$ cat src/rtl/sd_sector_arbiter.sv
// Two-requester arbiter in front of a single SD sector reader.
// Grants alternate under contention, forwards the reader byte stream to the grantee, and checks its ordering.
module sd_sector_arbiter #(
  parameter int SECTOR_W = 32
) (
  input  logic                clk,
  input  logic                rst_n,
  input  logic                req0,
  input  logic                req1,
  input  logic [SECTOR_W-1:0] sector0,
  input  logic [SECTOR_W-1:0] sector1,
  output logic                ack0,
  output logic                ack1,
  output logic                done0,
  output logic                done1,
  output logic                err0,
  output logic                err1,
  output logic                rvalid0,
  output logic                rvalid1,
  output logic [8:0]          raddr0,
  output logic [8:0]          raddr1,
  output logic [7:0]          rdata0,
  output logic [7:0]          rdata1,
  output logic                rd_start,
  output logic [SECTOR_W-1:0] rd_sector_no,
  input  logic                rd_done,
  input  logic                rd_rvalid,
  input  logic [8:0]          rd_raddr,
  input  logic [7:0]          rd_rdata,
  output logic                busy,
  output logic                owner,
  output logic [1:0]          fsm_state
);

  // Handshake: reqN is a level held by the requester; ackN pulses once in the
  // first BUSY cycle; doneN (with errN) pulses once in the GAP cycle. rd_start
  // is a level held until the reader's rd_done pulse.
  typedef enum logic [1:0] {
    IDLE = 2'd0,
    BUSY = 2'd1,
    GAP  = 2'd2
  } state_t;

  state_t     state;
  logic       last_served;
  logic [9:0] beat_cnt;
  logic       err_flag;

  logic       any_req;
  logic       grant_id;
  logic       beat_ok;
  logic [9:0] cnt_final;
  logic       err_final;

  assign fsm_state = state;

  // Under contention the requester that was not served last wins.
  assign any_req   = req0 | req1;
  assign grant_id  = (req0 & req1) ? ~last_served : req1;

  // A beat coincident with rd_done still counts toward the 512-byte total.
  assign beat_ok   = ({1'b0, rd_raddr} == beat_cnt);
  assign cnt_final = beat_cnt + {9'd0, rd_rvalid};
  assign err_final = err_flag | (rd_rvalid & ~beat_ok) | (cnt_final != 10'd512);

  always_ff @(posedge clk or negedge rst_n) begin
    if (!rst_n) begin
      state        <= IDLE;
      last_served  <= 1'b1;
      owner        <= 1'b0;
      busy         <= 1'b0;
      rd_start     <= 1'b0;
      rd_sector_no <= '0;
      beat_cnt     <= '0;
      err_flag     <= 1'b0;
      ack0         <= 1'b0;
      ack1         <= 1'b0;
      done0        <= 1'b0;
      done1        <= 1'b0;
      err0         <= 1'b0;
      err1         <= 1'b0;
      rvalid0      <= 1'b0;
      rvalid1      <= 1'b0;
      raddr0       <= '0;
      raddr1       <= '0;
      rdata0       <= '0;
      rdata1       <= '0;
    end else begin
      ack0    <= 1'b0;
      ack1    <= 1'b0;
      done0   <= 1'b0;
      done1   <= 1'b0;
      err0    <= 1'b0;
      err1    <= 1'b0;
      rvalid0 <= 1'b0;
      rvalid1 <= 1'b0;

      case (state)
        IDLE: begin
          if (any_req) begin
            state        <= BUSY;
            owner        <= grant_id;
            last_served  <= grant_id;
            rd_sector_no <= grant_id ? sector1 : sector0;
            ack0         <= ~grant_id;
            ack1         <= grant_id;
            rd_start     <= 1'b1;
            busy         <= 1'b1;
            beat_cnt     <= '0;
            err_flag     <= 1'b0;
          end
        end

        BUSY: begin
          if (rd_rvalid) begin
            beat_cnt <= beat_cnt + 10'd1;
            if (!beat_ok) err_flag <= 1'b1;
            if (owner) begin
              rvalid1 <= 1'b1;
              raddr1  <= rd_raddr;
              rdata1  <= rd_rdata;
            end else begin
              rvalid0 <= 1'b1;
              raddr0  <= rd_raddr;
              rdata0  <= rd_rdata;
            end
          end
          if (rd_done) begin
            state    <= GAP;
            rd_start <= 1'b0;
            if (owner) begin
              done1 <= 1'b1;
              err1  <= err_final;
            end else begin
              done0 <= 1'b1;
              err0  <= err_final;
            end
          end
        end

        // One cycle with rd_start low so the reader always sees a fresh start edge.
        GAP: begin
          state <= IDLE;
          busy  <= 1'b0;
        end

        default: begin
          state    <= IDLE;
          busy     <= 1'b0;
          rd_start <= 1'b0;
        end
      endcase
    end
  end

endmodule

$ cat config.mk
export PLATFORM = sky130hd
export DESIGN_NAME = sd_sector_arbiter
export DESIGN_NICKNAME = d
export VERILOG_FILES = /design/src/rtl/sd_sector_arbiter.sv
export SDC_FILE = /design/constraint.sdc
export NUM_CORES = 1
export LEC_CHECK = 0
export CORE_UTILIZATION = 39
export DETAILED_ROUTE_END_ITERATION = 10
export GPL_TIMING_DRIVEN = 0
export PLACE_DENSITY = 0.77
export SETUP_SLACK_MARGIN = 0.05
export SLEW_MARGIN = 20
export SYNTH_ARGS = -nofsm -noshare
export SYNTH_HDL_FRONTEND = slang
export SYNTH_SLANG_ARGS = --single-unit
$ cat constraint.sdc
create_clock -name clk -period 1.8 [get_ports clk]
set_input_delay 0.36 -clock clk [delete_from_list [all_inputs] [get_ports clk]]
set_output_delay 0.36 -clock clk [all_outputs]
set_load 0.1 [all_outputs]
==> results of run 1 <==
[worst max-delay path, stage by stage, from the launching register on]
cell      delay, ps
dfrtp_2         390
ha_4            160
ha_4            150
nand2_1          90
nand4b_1        110
nor2_1           50
or3_4           390
a311oi_1        280
[cell type report]
| class | count | share of cell area (%) |
|---|---|---|
| plain buffers | 20 | 2.03 |
| clock buffers | 10 | 2.17 |
| clock inverters | 6 | 0.730 |
| inverters | 7 | 0.414 |
| multi-input cells | 223 | 27.6 |
| flip-flops and latches | 91 | 36.1 |
| well taps | 133 | 2.62 |
| repair buffers | 169 | 28.3 |
[worst min-delay path by stage]
stage	cells past startpoint	to	from
final	1	rd_sector_no[30]	rst_n
after global routing	1	done1	rst_n
after CTS	1	rd_sector_no[30]	rst_n
after detailed placement	1	rd_sector_no[30]	rst_n
after global placement	2	rd_start	rd_start
after floorplan	0	ack0	rst_n
[what timing repair did]
item | in CTS | in global routing
resized for setup | 245 | 25
gates cloned | 0 | 1
setup buffers | 2 | 0
pin swaps | 2 | 1
endpoints found under the setup margin | 130 | 32
[registers in the layout, indices dropped and copies added, names as in the netlist, 2 cells and up]
signal / count
rdata0: 8
rd_sector_no: 32
beat_cnt: 10
rdata1: 8
raddr1: 9
raddr0: 9
fsm_state: 2
[kinds of logic (layout without fill, tap and decap cells)]
logic type	Yosys count	count (layout)	synth area share, %
AO/OA/AOI/OAI	51	51	7.43
XOR/XNOR	19	19	4.15
adder cells (fa/ha/maj)	3	3	0.936
buffers and inverters	27	212	3.09
flip-flops	91	91	56.8
multiplexers	66	66	17.6
AND/OR/NAND/NOR	84	84	10.0
[synth_stat cells (all sizes together) (6+ instances only)]
cell     n  area (µm²)
mux2i   31         310
buf     14        75.1
o21ai   38         190
inv      7        26.3
nand3    6        35.0
nor2    15        63.8
nand2   45         169
xor2     6        52.6
clkbuf   6        22.5
mux2    35         394
xnor2   13         114
dfrtp   90        2250
[stage by stage]
step	util [%]	hold slack (ps)	TNS, ps	cell area [µm²]
final	64.3	48.3	0	6340
after floorplan	-	64.4	0	4090
after detailed placement	60.1	465	-28120	5930
after global routing	64.3	97.9	-3.79	6340
after global placement	59.9	466	-291060	5910
after CTS	63.3	75.8	0	6250
[layer usage]
layer	vias up	global-route usage, %	wire length, µm
met5	-	0	0
met3	12	4.44	397
met4	0	6.83	129
li1	1536	-	-
met2	66	35.2	5720
met1	1593	24.7	4340
==> results.md, run 1 <==
- Most common library cell in the layout ignoring fill and taps: dfrtp_1
- Post-synth EDFFs: 0
- Placed cells: 640
- Worst Setup SP: beat_cnt[0]
- Syn Inst Count: 341
- Worst skew pair latency: 360 ps
- Die X: 103 µm
- Routed len/inst: 16.1 µm
- CP Max Fanout: 4
- Post-Syn Nets: 431
- Slew at the pin closest to its max-slew limit: 721 ps
- Fillers: 776
- Cell Count, Final, Fillers Out: 659
- Crit Reg-Reg Endpoint: err0
- Pin count of the biggest net entering global routing: 58
- Fin worst setup slack: 66.8 ps
- Core area: 0.00986 mm²
- Max_slew headroom: 52.0%
- Area growth syn-to-layout: 58.2%
- Final HPWL DP: 7850 µm
- Antenna cells: 0
- Initial antenna violation count: 0
- Die area: 0.0107 mm²
- Syn_area_per_cell: 11.8 µm²
- Critical Path RT: 2060 ps
- Total grt overflow: 0
- Yosys warnings: 0
- Final slew viol count: 0
- First-pass GRT wire length: 16200 µm
- Layout cells sized above 1: 27.0%
- Outcome: finished clean
- FF+latch area: 0.00229 mm²
- R2r worst-path depth: 7
- Effective utilization at floorplan: 40.7%
- Critical Path End Type: register
- Hold-fix buffers, CTS: 0
- WP data arrival: 2000 ps
- Fraction of registers with async set/reset: 100%
- Fmax achieved: 577 MHz
- Critical Path Sink: err0
- DR vias/cell: 4.87
- Library cells used by synthesis: 44
- # DRC: 0
- Setup Slack @ Placement: -599 ps
- Final setup skew: 12.8 ps
- Via count: 3207
- Final number of setup-violating endpoints: 0
- RSZ-0062 raised after global routing: true
- Cts bufs inserted: 9
- Total track usage: 20.2%
- Placer Congestion: 0.849
- Clock Path Buffers: 2
- Fin crit period: 1730 ps
- Antenna Nets Post-Route: 0
- First-pass detailed-route iteration total: 4
- Vias in the first global route: 3273
- # rows: 36
- Final nets: 611
- Hold WC Path Type: primary input to asynchronous set/reset pin
- Max-cap violations: 0
- Num ports: 166
- CTS tree: built
- Worst-path clk slew: 100 ps
- Worst R2R Setup Slack: 70 ps
- Post-synth top flop: dfrtp_1
- Chip Height: 103 µm
- Clk sinks: 91
- Htree depth: 3
- Area occupied by multi-input gates: 0.00175 mm²
- Most frequent cells in the layout: 85 x dfrtp_1, 84 x clkdlybuf4s50_1, 77 x clkdlybuf4s15_2, 43 x nand2_1, 35 x o21ai_1
- Syn Std Cell Area: 0.00401 mm²
- RR Startpoint: beat_cnt[0]
- I/O Buffers: 165
- Clock Root Buffer: clkbuf_8
- Synth Register Bits: 91
- Final Hold Fails: 0
- Final Cycle Share: 96.3%
- Kind of critical path: register to register
- Iter 0 DRT Violations: 96
- Post-synthesis sequential area ratio: 56.8%
- Startpoint Class: register
- Final wirelength: 10600 µm
Power of run 1 is left out: the tool's default activity adds up to more than one toggle a clock period on the data nets, which glitch-free logic cannot reach.
==> run 2, diff against run 1 <==
--- a/config.mk
+++ b/config.mk
@@ -8,7 +8,7 @@
 export CORE_UTILIZATION = 39
 export DETAILED_ROUTE_END_ITERATION = 10
 export GPL_TIMING_DRIVEN = 0
-export PLACE_DENSITY = 0.77
+export PLACE_DENSITY_LB_ADDON = 0.2
 export SETUP_SLACK_MARGIN = 0.05
 export SLEW_MARGIN = 20
 export SYNTH_ARGS = -nofsm -noshare
==> run 2 against run 1 <==
Against the previous run: the flow now finishes with violations (setup timing); non-clock buffer count increased by 2; die area unchanged; core utilization increased by 0.16 points; global-route usage decreased by 0.20 points; critical endpoint unchanged; largest cell class unchanged.
==> results.md, run 2 (synthesized netlist as in run 1, its figures left out) <==
- First-pass GRT wire length: 16100 µm
- Startpoint Class: register
- CP Max Fanout: 4
- Num ports: 166
- DR vias/cell: 4.81
- Max_slew headroom: 61.4%
- Top reg by flops: rd_sector_no
- Pin count of the biggest net entering global routing: 57
- Core area: 0.00986 mm²
- Slowest CP cell: dfrtp_2
- Die area: 0.0107 mm²
- Max reg flops: 32
- Final Hold Fails: 0
- First-pass detailed-route iteration total: 4
- Antenna cells: 0
- Fmax achieved: 536 MHz
- Area occupied by multi-input gates: 0.00173 mm²
- Final HPWL DP: 7630 µm
- Placer Congestion: 0.778
- Final number of setup-violating endpoints: 2
- Final slew viol count: 0
- CP Cell Sequence: ha_4 -> ha_4 -> xor2_1 -> nor4_2 -> nand3_1 -> nor4_4 -> a311oi_2
- Clock Root Buffer: clkbuf_8
- Initial antenna violation count: 0
- Die X: 103 µm
- Final setup skew: 8.93 ps
- Area of placed instances: 0.00594 mm²
- Slew at the pin closest to its max-slew limit: 581 ps
- Clk sinks: 91
- Critical Path End Type: register
- Area growth syn-to-layout: 58.6%
- Cts bufs inserted: 9
- Vias in the first global route: 3267
- Total grt overflow: 0
- Layout cells sized above 1: 26.5%
- WP data arrival: 2090 ps
- Largest regs: rd_sector_no x32, beat_cnt x10
- Outcome: complete, but fails checks
- Utilization after layout: 64.5%
- Max-cap violations: 0
- Final Cycle Share: 104%
- Htree depth: 3
- CTS tree: built
- Total track usage: 20.0%
- Final wirelength: 10200 µm
- Fin crit period: 1870 ps
- # DRC: 0
- Final nets: 613
- Most frequent cells in the layout: 85 x dfrtp_1, 84 x clkdlybuf4s50_1, 77 x clkdlybuf4s15_2, 43 x nand2_1, 35 x o21ai_1
- Worst skew pair latency: 360 ps
- Antenna Nets Post-Route: 0
- Fin worst setup slack: -66.5 ps
- Chip Height: 103 µm
- Critical Path RT: 2020 ps
- RSZ-0062 raised after global routing: true
- Most common library cell in the layout ignoring fill and taps: dfrtp_1
- Cell mode on critical path: ha_4
- Clock Path Buffers: 2
- Iter 0 DRT Violations: 65
- Fin area: 0.00636 mm²
- Fillers: 791
- Routed len/inst: 15.4 µm
- Via count: 3177
- Hold WC Path Type: primary input to asynchronous set/reset pin
- Failing checks: setup timing
- Effective utilization at floorplan: 40.7%
- # rows: 36
- Kind of critical path: register to register
- I/O Buffers: 165
- FF+latch area: 0.00229 mm²
- Worst-path clk slew: 90 ps
- Delay of the slowest cell on the worst path: 430 ps
## run 2: changes by cell type in the layout (fill, tap and decap cells not counted), sizes merged
| cell | delta |
|---|---|
| buf | +2 |
| bufinv | +2 |
| clkbuf | +1 |
| clkdlybuf4s15 | -1 |
| clkinv | -2 |
| dlygate4sd2 | +1 |
| dlygate4sd3 | +1 |
| inv | -2 |
## run 2: cell type report
class                           count  share of cell area [%]
Sequential cell                    91                    36.0
Timing Repair Buffer              171                    28.4
Multi-Input combinational cell    223                    27.2
Tap cell                          133                    2.62
Clock buffer                       12                    2.12
Buffer                             20                    2.01
Clock inverter                      4                    1.18
Inverter                            7                   0.413
## run 2: final timing paths
path	start	to	slack, ps	depth (start not counted)
max in group asynchronous	rst_n	last_served	690	3
min	rst_n	rdata0[1]	470	2
max	beat_cnt[0]	err0	-70	7
min in group clk	rdata0[1]	rdata0[1]	490	1
min reg2reg	rdata0[1]	rdata0[1]	490	1
max reg2reg	beat_cnt[0]	err0	-70	7
## run 2: metal layers
metal	track usage, %	share of wire, %	vias up
met2	34.0	51	81
met1	23.6	41	1534
li1	-	-	1543
met3	5.51	5.0	19
met4	8.88	2.8	0
met5	0	0	-
## run 2: per-stage QoR
stage                     instances  TNS (ps)  hold slack, ps  setup slack, ps
after global routing            661      -234             490             -117
after floorplan                 341         0            64.4             23.3
after global placement          639   -292350             463            -3580
after CTS                       661     -43.7             448            -12.2
final                           661      -120             469            -66.5
after detailed placement        640    -24470             280             -632
## run 2: critical path: cells and delay by family, from the launching register on
kind | cells | cell delay (ps)
flip-flops | 1 | 430
AND/OR/NAND/NOR | 3 | 670
AO/OA/AOI/OAI | 1 | 140
XOR/XNOR | 1 | 160
adder cells (fa/ha/maj) | 2 | 330
## run 2: what timing repair did
action | CTS | global route
gates resized for setup | 246 | 17
buffers inserted | 4 | 0
hold buffers | 1 | 0
hold endpoints to repair | 35 | 0
pin swaps | 6 | 2
setup endpoints to repair | 103 | 19
Power of run 2 is left out for the same reason.
